--- src/rtl/mem_wb_stage_pkg.sv ---
// Shared core types: ALU ops, store widths, writeback result sources, load funct3 codes
// and the memory-stage handshake states.
package mem_wb_stage_pkg;

  typedef enum logic [3:0] {
    ALU_ADD, ALU_SUB, ALU_AND, ALU_OR, ALU_XOR, ALU_SLT,
    ALU_SLTU, ALU_SLL, ALU_SRL, ALU_SRA, ALU_LUI
  } alu_op_t;

  typedef enum logic [1:0] {
    ST_BYTE = 2'b00,
    ST_HALF = 2'b01,
    ST_WORD = 2'b10
  } store_type_t;

  localparam logic [1:0] RES_ALU = 2'b00;
  localparam logic [1:0] RES_MEM = 2'b01;
  localparam logic [1:0] RES_PC4 = 2'b10;

  localparam logic [2:0] LD_LB  = 3'b000;
  localparam logic [2:0] LD_LH  = 3'b001;
  localparam logic [2:0] LD_LW  = 3'b010;
  localparam logic [2:0] LD_LBU = 3'b100;
  localparam logic [2:0] LD_LHU = 3'b101;

  typedef enum logic {
    MEM_IDLE = 1'b0,
    MEM_WAIT = 1'b1
  } mem_fsm_t;

endpackage

--- src/rtl/mem_wb_stage_if.sv ---
// Memory-stage bundle: EX/MEM inputs, data-memory handshake and regfile write port.
interface mem_wb_stage_if #(
  parameter int DATA_WIDTH      = 32,
  parameter int ADDR_WIDTH      = 5,
  parameter int PC_WIDTH        = 11,
  parameter int DMEM_ADDR_WIDTH = 10
);
  logic                       i_valid_m;
  logic                       i_regwrite_m;
  logic [1:0]                 i_resultsrc_m;
  logic                       i_memwrite_m;
  logic [1:0]                 i_storetype_m;
  logic [2:0]                 i_loadtype_m;
  logic [DATA_WIDTH-1:0]      i_alu_result_m;
  logic [DATA_WIDTH-1:0]      i_write_data_m;
  logic [ADDR_WIDTH-1:0]      i_rd_addr_m;
  logic [PC_WIDTH-1:0]        i_pc4_m;
  logic                       o_dmem_req;
  logic                       o_dmem_we;
  logic [DMEM_ADDR_WIDTH-1:0] o_dmem_addr;
  logic [DATA_WIDTH-1:0]      o_dmem_wdata;
  logic [3:0]                 o_dmem_be;
  logic                       i_dmem_ready;
  logic [DATA_WIDTH-1:0]      i_dmem_rdata;
  logic                       o_stall_m;
  logic                       o_reg_write_w;
  logic [ADDR_WIDTH-1:0]      o_rd_addr_w;
  logic [DATA_WIDTH-1:0]      o_result_w;

  modport master (
    output i_valid_m, i_regwrite_m, i_resultsrc_m, i_memwrite_m, i_storetype_m,
           i_loadtype_m, i_alu_result_m, i_write_data_m, i_rd_addr_m, i_pc4_m,
           i_dmem_ready, i_dmem_rdata,
    input  o_dmem_req, o_dmem_we, o_dmem_addr, o_dmem_wdata, o_dmem_be,
           o_stall_m, o_reg_write_w, o_rd_addr_w, o_result_w
  );

  modport slave (
    input  i_valid_m, i_regwrite_m, i_resultsrc_m, i_memwrite_m, i_storetype_m,
           i_loadtype_m, i_alu_result_m, i_write_data_m, i_rd_addr_m, i_pc4_m,
           i_dmem_ready, i_dmem_rdata,
    output o_dmem_req, o_dmem_we, o_dmem_addr, o_dmem_wdata, o_dmem_be,
           o_stall_m, o_reg_write_w, o_rd_addr_w, o_result_w
  );
endinterface

--- src/rtl/mem_wb_stage_load_store_align.sv ---
// Byte-lane steering: store byte enables / replicated write data, and load extract/extend.
module mem_wb_stage_load_store_align
  import mem_wb_stage_pkg::*;
(
  input  logic [1:0]  addr_lo,
  input  logic        memwrite,
  input  logic [1:0]  store_type,
  input  logic [2:0]  load_type,
  input  logic [31:0] store_data,
  input  logic [31:0] rdata,
  output logic [3:0]  be,
  output logic [31:0] wdata,
  output logic [31:0] load_data
);
  logic [7:0]  byte_sel;
  logic [15:0] half_sel;

  always_comb begin
    be    = 4'b1111;
    wdata = store_data;
    if (memwrite) begin
      case (store_type_t'(store_type))
        ST_BYTE: begin
          be    = 4'b0001 << addr_lo;
          wdata = {4{store_data[7:0]}};
        end
        ST_HALF: begin
          be    = addr_lo[1] ? 4'b1100 : 4'b0011;
          wdata = {2{store_data[15:0]}};
        end
        default: begin
          be    = 4'b1111;
          wdata = store_data;
        end
      endcase
    end
  end

  always_comb begin
    byte_sel  = rdata[{addr_lo, 3'b000} +: 8];
    half_sel  = addr_lo[1] ? rdata[31:16] : rdata[15:0];
    load_data = rdata;
    case (load_type)
      LD_LB:   load_data = {{24{byte_sel[7]}}, byte_sel};
      LD_LH:   load_data = {{16{half_sel[15]}}, half_sel};
      LD_LBU:  load_data = {24'h0, byte_sel};
      LD_LHU:  load_data = {16'h0, half_sel};
      default: load_data = rdata;
    endcase
  end
endmodule

--- src/rtl/mem_wb_stage.sv ---
// Memory stage with integrated MEM/WB register: issues data-memory requests, stalls on
// slow memory, and drives the regfile write port one cycle after the access completes.
module mem_wb_stage
  import mem_wb_stage_pkg::*;
#(
  parameter int DATA_WIDTH      = 32,
  parameter int ADDR_WIDTH      = 5,
  parameter int PC_WIDTH        = 11,
  parameter int DMEM_ADDR_WIDTH = 10
) (
  input logic           i_clk,
  input logic           i_rst_n,
  mem_wb_stage_if.slave bus
);
  mem_fsm_t              state_q, state_d;
  logic                  mem_access;
  logic                  stall;
  logic [3:0]            be;
  logic [31:0]           st_wdata;
  logic [31:0]           ld_data;
  logic [DATA_WIDTH-1:0] result_m;

  assign mem_access = bus.i_valid_m & (bus.i_memwrite_m | (bus.i_resultsrc_m == RES_MEM));
  assign stall      = mem_access & ~bus.i_dmem_ready;

  // Gated by reset so an in-flight request is withdrawn the moment reset asserts.
  assign bus.o_dmem_req   = mem_access & i_rst_n;
  assign bus.o_stall_m    = stall & i_rst_n;
  assign bus.o_dmem_we    = bus.i_memwrite_m;
  assign bus.o_dmem_addr  = bus.i_alu_result_m[DMEM_ADDR_WIDTH+1:2];
  assign bus.o_dmem_wdata = st_wdata;
  assign bus.o_dmem_be    = be;

  mem_wb_stage_load_store_align u_align (
    .addr_lo    (bus.i_alu_result_m[1:0]),
    .memwrite   (bus.i_memwrite_m),
    .store_type (bus.i_storetype_m),
    .load_type  (bus.i_loadtype_m),
    .store_data (bus.i_write_data_m),
    .rdata      (bus.i_dmem_rdata),
    .be         (be),
    .wdata      (st_wdata),
    .load_data  (ld_data)
  );

  always_ff @(posedge i_clk or negedge i_rst_n) begin
    if (!i_rst_n) state_q <= MEM_IDLE;
    else          state_q <= state_d;
  end

  always_comb begin
    state_d = state_q;
    case (state_q)
      MEM_IDLE: if (mem_access && !bus.i_dmem_ready) state_d = MEM_WAIT;
      MEM_WAIT: if (bus.i_dmem_ready)                state_d = MEM_IDLE;
      default:                                       state_d = MEM_IDLE;
    endcase
  end

  always_comb begin
    case (bus.i_resultsrc_m)
      RES_MEM: result_m = ld_data;
      RES_PC4: result_m = {{(DATA_WIDTH-PC_WIDTH){1'b0}}, bus.i_pc4_m};
      default: result_m = bus.i_alu_result_m;
    endcase
  end

  // A stalled cycle pushes a bubble so the completing load writes exactly once.
  always_ff @(posedge i_clk or negedge i_rst_n) begin
    if (!i_rst_n) begin
      bus.o_reg_write_w <= 1'b0;
      bus.o_rd_addr_w   <= '0;
      bus.o_result_w    <= '0;
    end else if (stall) begin
      bus.o_reg_write_w <= 1'b0;
    end else begin
      bus.o_reg_write_w <= bus.i_regwrite_m & bus.i_valid_m;
      bus.o_rd_addr_w   <= bus.i_rd_addr_m;
      bus.o_result_w    <= result_m;
    end
  end
endmodule

--- src/flat_wrapper.sv ---
// flat-port wrapper written by rule: the top's interface ports become plain ports
module mem_wb_stage_flat import mem_wb_stage_pkg::*;
#(
  parameter int DATA_WIDTH      = 32,
  parameter int ADDR_WIDTH      = 5,
  parameter int PC_WIDTH        = 11,
  parameter int DMEM_ADDR_WIDTH = 10
)
  (i_clk, i_rst_n, bus_i_valid_m, bus_i_regwrite_m, bus_i_resultsrc_m, bus_i_memwrite_m, bus_i_storetype_m, bus_i_loadtype_m, bus_i_alu_result_m, bus_i_write_data_m, bus_i_rd_addr_m, bus_i_pc4_m, bus_i_dmem_ready, bus_i_dmem_rdata, bus_o_dmem_req, bus_o_dmem_we, bus_o_dmem_addr, bus_o_dmem_wdata, bus_o_dmem_be, bus_o_stall_m, bus_o_reg_write_w, bus_o_rd_addr_w, bus_o_result_w);
  mem_wb_stage_if #(.DATA_WIDTH(DATA_WIDTH), .ADDR_WIDTH(ADDR_WIDTH), .PC_WIDTH(PC_WIDTH), .DMEM_ADDR_WIDTH(DMEM_ADDR_WIDTH)) bus_i ();
  input logic i_clk;
  input logic i_rst_n;
  input wire logic [$bits(bus_i.i_valid_m)-1:0] bus_i_valid_m;
  input wire logic [$bits(bus_i.i_regwrite_m)-1:0] bus_i_regwrite_m;
  input wire logic [$bits(bus_i.i_resultsrc_m)-1:0] bus_i_resultsrc_m;
  input wire logic [$bits(bus_i.i_memwrite_m)-1:0] bus_i_memwrite_m;
  input wire logic [$bits(bus_i.i_storetype_m)-1:0] bus_i_storetype_m;
  input wire logic [$bits(bus_i.i_loadtype_m)-1:0] bus_i_loadtype_m;
  input wire logic [$bits(bus_i.i_alu_result_m)-1:0] bus_i_alu_result_m;
  input wire logic [$bits(bus_i.i_write_data_m)-1:0] bus_i_write_data_m;
  input wire logic [$bits(bus_i.i_rd_addr_m)-1:0] bus_i_rd_addr_m;
  input wire logic [$bits(bus_i.i_pc4_m)-1:0] bus_i_pc4_m;
  input wire logic [$bits(bus_i.i_dmem_ready)-1:0] bus_i_dmem_ready;
  input wire logic [$bits(bus_i.i_dmem_rdata)-1:0] bus_i_dmem_rdata;
  output wire logic [$bits(bus_i.o_dmem_req)-1:0] bus_o_dmem_req;
  output wire logic [$bits(bus_i.o_dmem_we)-1:0] bus_o_dmem_we;
  output wire logic [$bits(bus_i.o_dmem_addr)-1:0] bus_o_dmem_addr;
  output wire logic [$bits(bus_i.o_dmem_wdata)-1:0] bus_o_dmem_wdata;
  output wire logic [$bits(bus_i.o_dmem_be)-1:0] bus_o_dmem_be;
  output wire logic [$bits(bus_i.o_stall_m)-1:0] bus_o_stall_m;
  output wire logic [$bits(bus_i.o_reg_write_w)-1:0] bus_o_reg_write_w;
  output wire logic [$bits(bus_i.o_rd_addr_w)-1:0] bus_o_rd_addr_w;
  output wire logic [$bits(bus_i.o_result_w)-1:0] bus_o_result_w;
  assign bus_i.i_valid_m = bus_i_valid_m;
  assign bus_i.i_regwrite_m = bus_i_regwrite_m;
  assign bus_i.i_resultsrc_m = bus_i_resultsrc_m;
  assign bus_i.i_memwrite_m = bus_i_memwrite_m;
  assign bus_i.i_storetype_m = bus_i_storetype_m;
  assign bus_i.i_loadtype_m = bus_i_loadtype_m;
  assign bus_i.i_alu_result_m = bus_i_alu_result_m;
  assign bus_i.i_write_data_m = bus_i_write_data_m;
  assign bus_i.i_rd_addr_m = bus_i_rd_addr_m;
  assign bus_i.i_pc4_m = bus_i_pc4_m;
  assign bus_i.i_dmem_ready = bus_i_dmem_ready;
  assign bus_i.i_dmem_rdata = bus_i_dmem_rdata;
  assign bus_o_dmem_req = bus_i.o_dmem_req;
  assign bus_o_dmem_we = bus_i.o_dmem_we;
  assign bus_o_dmem_addr = bus_i.o_dmem_addr;
  assign bus_o_dmem_wdata = bus_i.o_dmem_wdata;
  assign bus_o_dmem_be = bus_i.o_dmem_be;
  assign bus_o_stall_m = bus_i.o_stall_m;
  assign bus_o_reg_write_w = bus_i.o_reg_write_w;
  assign bus_o_rd_addr_w = bus_i.o_rd_addr_w;
  assign bus_o_result_w = bus_i.o_result_w;
  mem_wb_stage #(.DATA_WIDTH(DATA_WIDTH), .ADDR_WIDTH(ADDR_WIDTH), .PC_WIDTH(PC_WIDTH), .DMEM_ADDR_WIDTH(DMEM_ADDR_WIDTH)) u_core (.i_clk(i_clk), .i_rst_n(i_rst_n), .bus(bus_i));
endmodule
--- config.mk ---
export PLATFORM = sky130hd
export DESIGN_NAME = mem_wb_stage_flat
export DESIGN_NICKNAME = d
export VERILOG_FILES = /design/src/rtl/mem_wb_stage_pkg.sv /design/src/rtl/mem_wb_stage_if.sv /design/src/rtl/mem_wb_stage_load_store_align.sv /design/src/rtl/mem_wb_stage.sv /design/src/flat_wrapper.sv
export SDC_FILE = /design/constraint.sdc
export NUM_CORES = 1
export LEC_CHECK = 0
export BUFFER_PORTS_ARGS = -buffer_cell sky130_fd_sc_hd__buf_2
export CAP_MARGIN = 5
export CORE_MARGIN = 1.5
export CORE_UTILIZATION = 38
export DETAILED_ROUTE_END_ITERATION = 7
export PLACE_DENSITY = 0.74
export SETUP_SLACK_MARGIN = 0.2
export SLEW_MARGIN = 0
export SYNTH_ARGS = -nofsm -noshare
export SYNTH_HDL_FRONTEND = slang
export SYNTH_SLANG_ARGS = --single-unit
--- constraint.sdc ---
create_clock -name i_clk -period 1.1 [get_ports i_clk]
set_clock_uncertainty 0.1 [all_clocks]
set_input_delay 0.055 -clock i_clk [delete_from_list [all_inputs] [get_ports i_clk]]
set_output_delay 0.055 -clock i_clk [all_outputs]
set_load 0.01 [all_outputs]
==> results.py <==
metrics = {
    "final_layout": {
        "layout_common_cells": "buf_2 (184), nand2_1 (53), buf_4 (49), buf_6 (40), dfrtp_1 (38)",
        "n_fill_cell": 487,
        "layout_commonest_cell": "buf_2",
        "layoutNonFillerInstCount": 757,
        "area_delta_synth_final_pct": 92.05,
        "final_layout_size_suffix_gt1_share_pct": 63.15,
        "multi_input_comb_area_um2": 2476,
        "register_area_um2": 950.9,
        "layout.nets": 780,
        "post-route-cell-area_um2": 6017,
    },
    "power_and_ir_drop": {
        "pwr-share-comb_pct": 47.5,
        "switching_share_pct": 35.86,
        "switchingPower_mw": 2.005,
        "internal_power_mw": 3.585,
        "pwr-share-clk_pct": 22.1,
        "p_per_area_nw_per_um2": 929.0,
        "ir_worst_vdd_mv": 0.9424,
        "power_mw": 5.590,
        "p_seq_share_pct": 30.4,
        "p_leak_nw": 2.917,
    },
    "timing": {
        "tns_ps": -1658,
        "worstMarginPinSlew_ps": 526.2,
        "min_period_ps": 1189,
        "timing.final.ws_setup_ps": -89.36,
        "slew_violations": 0,
        "final_hold_viol_count": 56,
        "timing.hold.ws_ps": -252.4,
        "grt_setup_unrepaired": "true",
        "fmax_mhz": 840.8,
        "slew_headroom_pct": 64.92,
        "final-setup-viol-count": 43,
        "period_share_pct": 108.1,
    },
    "critical_path": {
        "cp_cell_sequence": "buf_12 -> inv_12 -> ha_4 -> or2_4 -> buf_6 -> nand2_8 -> buf_6 -> buf_16 -> nand3_2 -> o311ai_1",
        "critical_path_arrival_ps": 1260,
        "cpPeakStageDelay_ps": 250,
        "path_delay_family": "buffers and inverters",
        "crit_buf_inv": 5,
        "cp-start-kind": "input pin",
        "critical_path_required_ps": 1170,
        "critPathMaxFanout": 5,
        "rr_endpoint": "u_core.bus.o_result_w[16]",
        "reg2reg_depth": 3,
        "cp_slowest_cell": "or2_4",
        "critPathKind": "in -> reg",
        "r2r_slack_ps": 60,
        "cp.depth": 10,
        "cp_common_cell": "buf_6",
        "reg2reg_from": "u_core.bus.o_result_w[16]",
        "end_kind": "flip-flop",
    },
    "cts": {
        "htree_levels": 2,
        "cts_tree": "built",
        "numClockSinks": 38,
        "clk_pin_slew_ps": 90,
        "holdBufCountCts": 16,
        "ctsLongestPathBuffers": 2,
        "clk_latency_ps": 300,
        "root_buffer": "clkbuf_8",
        "numCtsBuffers": 5,
    },
    "synth": {
        "yosys_warnings": 0,
        "syn_avg_cell_area_um2": 8.096,
        "yosysTopAreaCellShare_pct": 30.35,
        "synth_edf_count": 0,
        "synth_cells": 387,
        "synth_seq_cells": 38,
        "yosysSeqAreaShare_pct": 30.35,
        "synth-simple-area-share_pct": 22.52,
        "synth_area_leaders": "dfrtp_1 (30%), nand2_1 (9.3%), mux2i_1 (5.8%), buf_4 (4.6%), nand2b_1 (4.4%)",
        "synth_top_family_by_area": "compound AO/OA/AOI/OAI gates",
        "async_flop_share_pct": 100.0,
        "muxShareOfSynthArea_pct": 9.704,
        "synth_top_cell_by_area": "dfrtp_1",
        "synth_compound_area_share_pct": 27.00,
        "syn_nets": 514,
        "syn_area_um2": 3133,
        "synthAdderAreaFrac_pct": 0.7987,
        "yosys_most_used_dff": "dfrtp_1",
        "synth.distinct_cells": 43,
        "synth_xor_area_share_pct": 0,
    },
    "route": {
        "avgRoutedWirePerCell_um": 19.93,
        "first_pass_iters": 6,
        "dr.first_iter.drc_count": 370,
        "wl_um": 15090,
        "num_vias": 4286,
        "viasPerCell": 5.662,
        "ant_nets": 0,
        "drc": 0,
    },
    "global_routing": {
        "overflow": 0,
        "grt_start_max_net_pins": 39,
        "grt_pass1_vias": 3922,
        "track_usage_pct": 28.88,
        "grt_pass1_wl_um": 19710,
        "antenna_found_initial": 0,
    },
    "floorplan": {
        "die_y_um": 93.80,
        "num_rows": 32,
        "start_util_pct": 39.92,
        "dieArea_um2": 8798,
        "core_area_um2": 7848,
        "fp.dieW_um": 93.80,
        "io_pins": 212,
    },
    "placed_design": {
        "place_inst": 692,
        "placed_area_um2": 4544,
        "dp_hpwl_um": 8957,
        "portBuffers": 211,
        "gp_congestion": 0.8426,
    },
    "min_path": {
        "hp-class": "in -> async",
    },
    "outcome": {
        "status": "complete, but fails checks",
        "violations": "hold timing, setup timing",
    },
    "job": {
        "maxCapViolCount": 0,
    },
}
==> synth_stat cells (all sizes together), types with 2 or more instances <==
| cell type | instances |
|---|---|
| a211oi | 5 |
| and3 | 3 |
| clkbuf | 14 |
| o21ai | 23 |
| nor3b | 2 |
| nand2 | 78 |
| a2bb2oi | 4 |
| nor2b | 11 |
| o22ai | 18 |
| a221o | 6 |
| nand3 | 8 |
| o311ai | 5 |
| dfrtp | 38 |
| a21oi | 19 |
| nor2 | 19 |
| buf | 35 |
| a211o | 7 |
| mux2i | 18 |
| mux2 | 9 |
| nand2b | 22 |
| a31oi | 22 |
| o221ai | 3 |
| ha | 2 |
| inv | 5 |
==> power groups by stage <==
stage               clock [mW]  combinational [mW]  sequential (mW)
finish                    1.23                2.65             1.70
global placement             0                1.81             1.70
global route              1.29                2.80             1.72
floorplan                    0               0.973             1.78
detailed placement           0                1.85             1.70
CTS                       1.21                2.15             1.67
==> routing by layer <==
| layer | GRT usage [%] | wire length, µm | vias up | share of wire [%] |
|---|---|---|---|---|
| met1 | 35.65 | 5621 | 2019 | 37 |
| met5 | 0 | 0 | - | 0 |
| li1 | - | - | 1916 | - |
| met4 | 7.463 | 655 | 0 | 4.3 |
| met3 | 6.311 | 1091 | 71 | 7.2 |
| met2 | 50.72 | 7719 | 280 | 51 |
==> metrics by stage <==
stage,hold slack [ps],setup WS (ps),utilization (%)
6_report,-252.4,-89.36,76.67
3_3_place_gp,89.81,-466.3,57.91
4_1_cts,-223.1,-68.07,67.54
3_5_place_dp,99.00,-528.1,57.91
2_1_floorplan,-340.6,-214.9,-
5_1_grt,-206.1,-114.0,76.64
==> logic make-up (layout without fill, tap and decap cells) <==
group	count (synthesis)	count (layout)
fa+ha+maj	2	2
mux	28	28
other cells	0	1
simple gates	149	149
flops	38	38
compound gates	116	116
buf+inv	54	321
==> registers in the layout (all words and copies together) (netlist names) <==
signal	count
u_core.bus.o_reg_write_w	1
u_core.bus.o_result_w	32
u_core.bus.o_rd_addr_w	5
==> how the worst max path moves through the flow <==
stage	startpoint	endpoint	slack [ps]
after floorplan	bus_i_alu_result_m[1]	u_core.bus.o_result_w[29]	-210
after global routing	bus_i_resultsrc_m[0]	u_core.bus.o_result_w[20]	-110
after global placement	bus_i_alu_result_m[1]	u_core.bus.o_result_w[8]	-470
final	bus_i_resultsrc_m[1]	u_core.bus.o_result_w[11]	-90
after CTS	bus_i_resultsrc_m[1]	bus_o_stall_m	-70
after detailed placement	bus_i_resultsrc_m[1]	u_core.bus.o_result_w[21]	-530
==> what timing repair did <==
| item | 4_1_cts | 5_1_grt |
|---|---|---|
| cloned | 3 | 3 |
| setup endpoints to repair | 106 | 106 |
| pin swaps | 10 | 47 |
| gates resized for setup | 69 | 104 |
| setup buffers | 12 | 22 |
| endpoints found under the hold margin | 72 | 51 |
==> area by class of cell <==
| type | count | share of cell area [%] |
|---|---|---|
| sequential | 38 | 15.80 |
| timing repair buffer | 308 | 38.26 |
| clock buffer | 5 | 1.144 |
| antenna | 1 | 0.04159 |
| inverter | 5 | 0.8110 |
| multi-input combinational | 295 | 41.15 |
| tap | 102 | 2.121 |
| clock inverter | 3 | 0.6654 |
No activity file was read; power rests on OpenSTA's default activity.
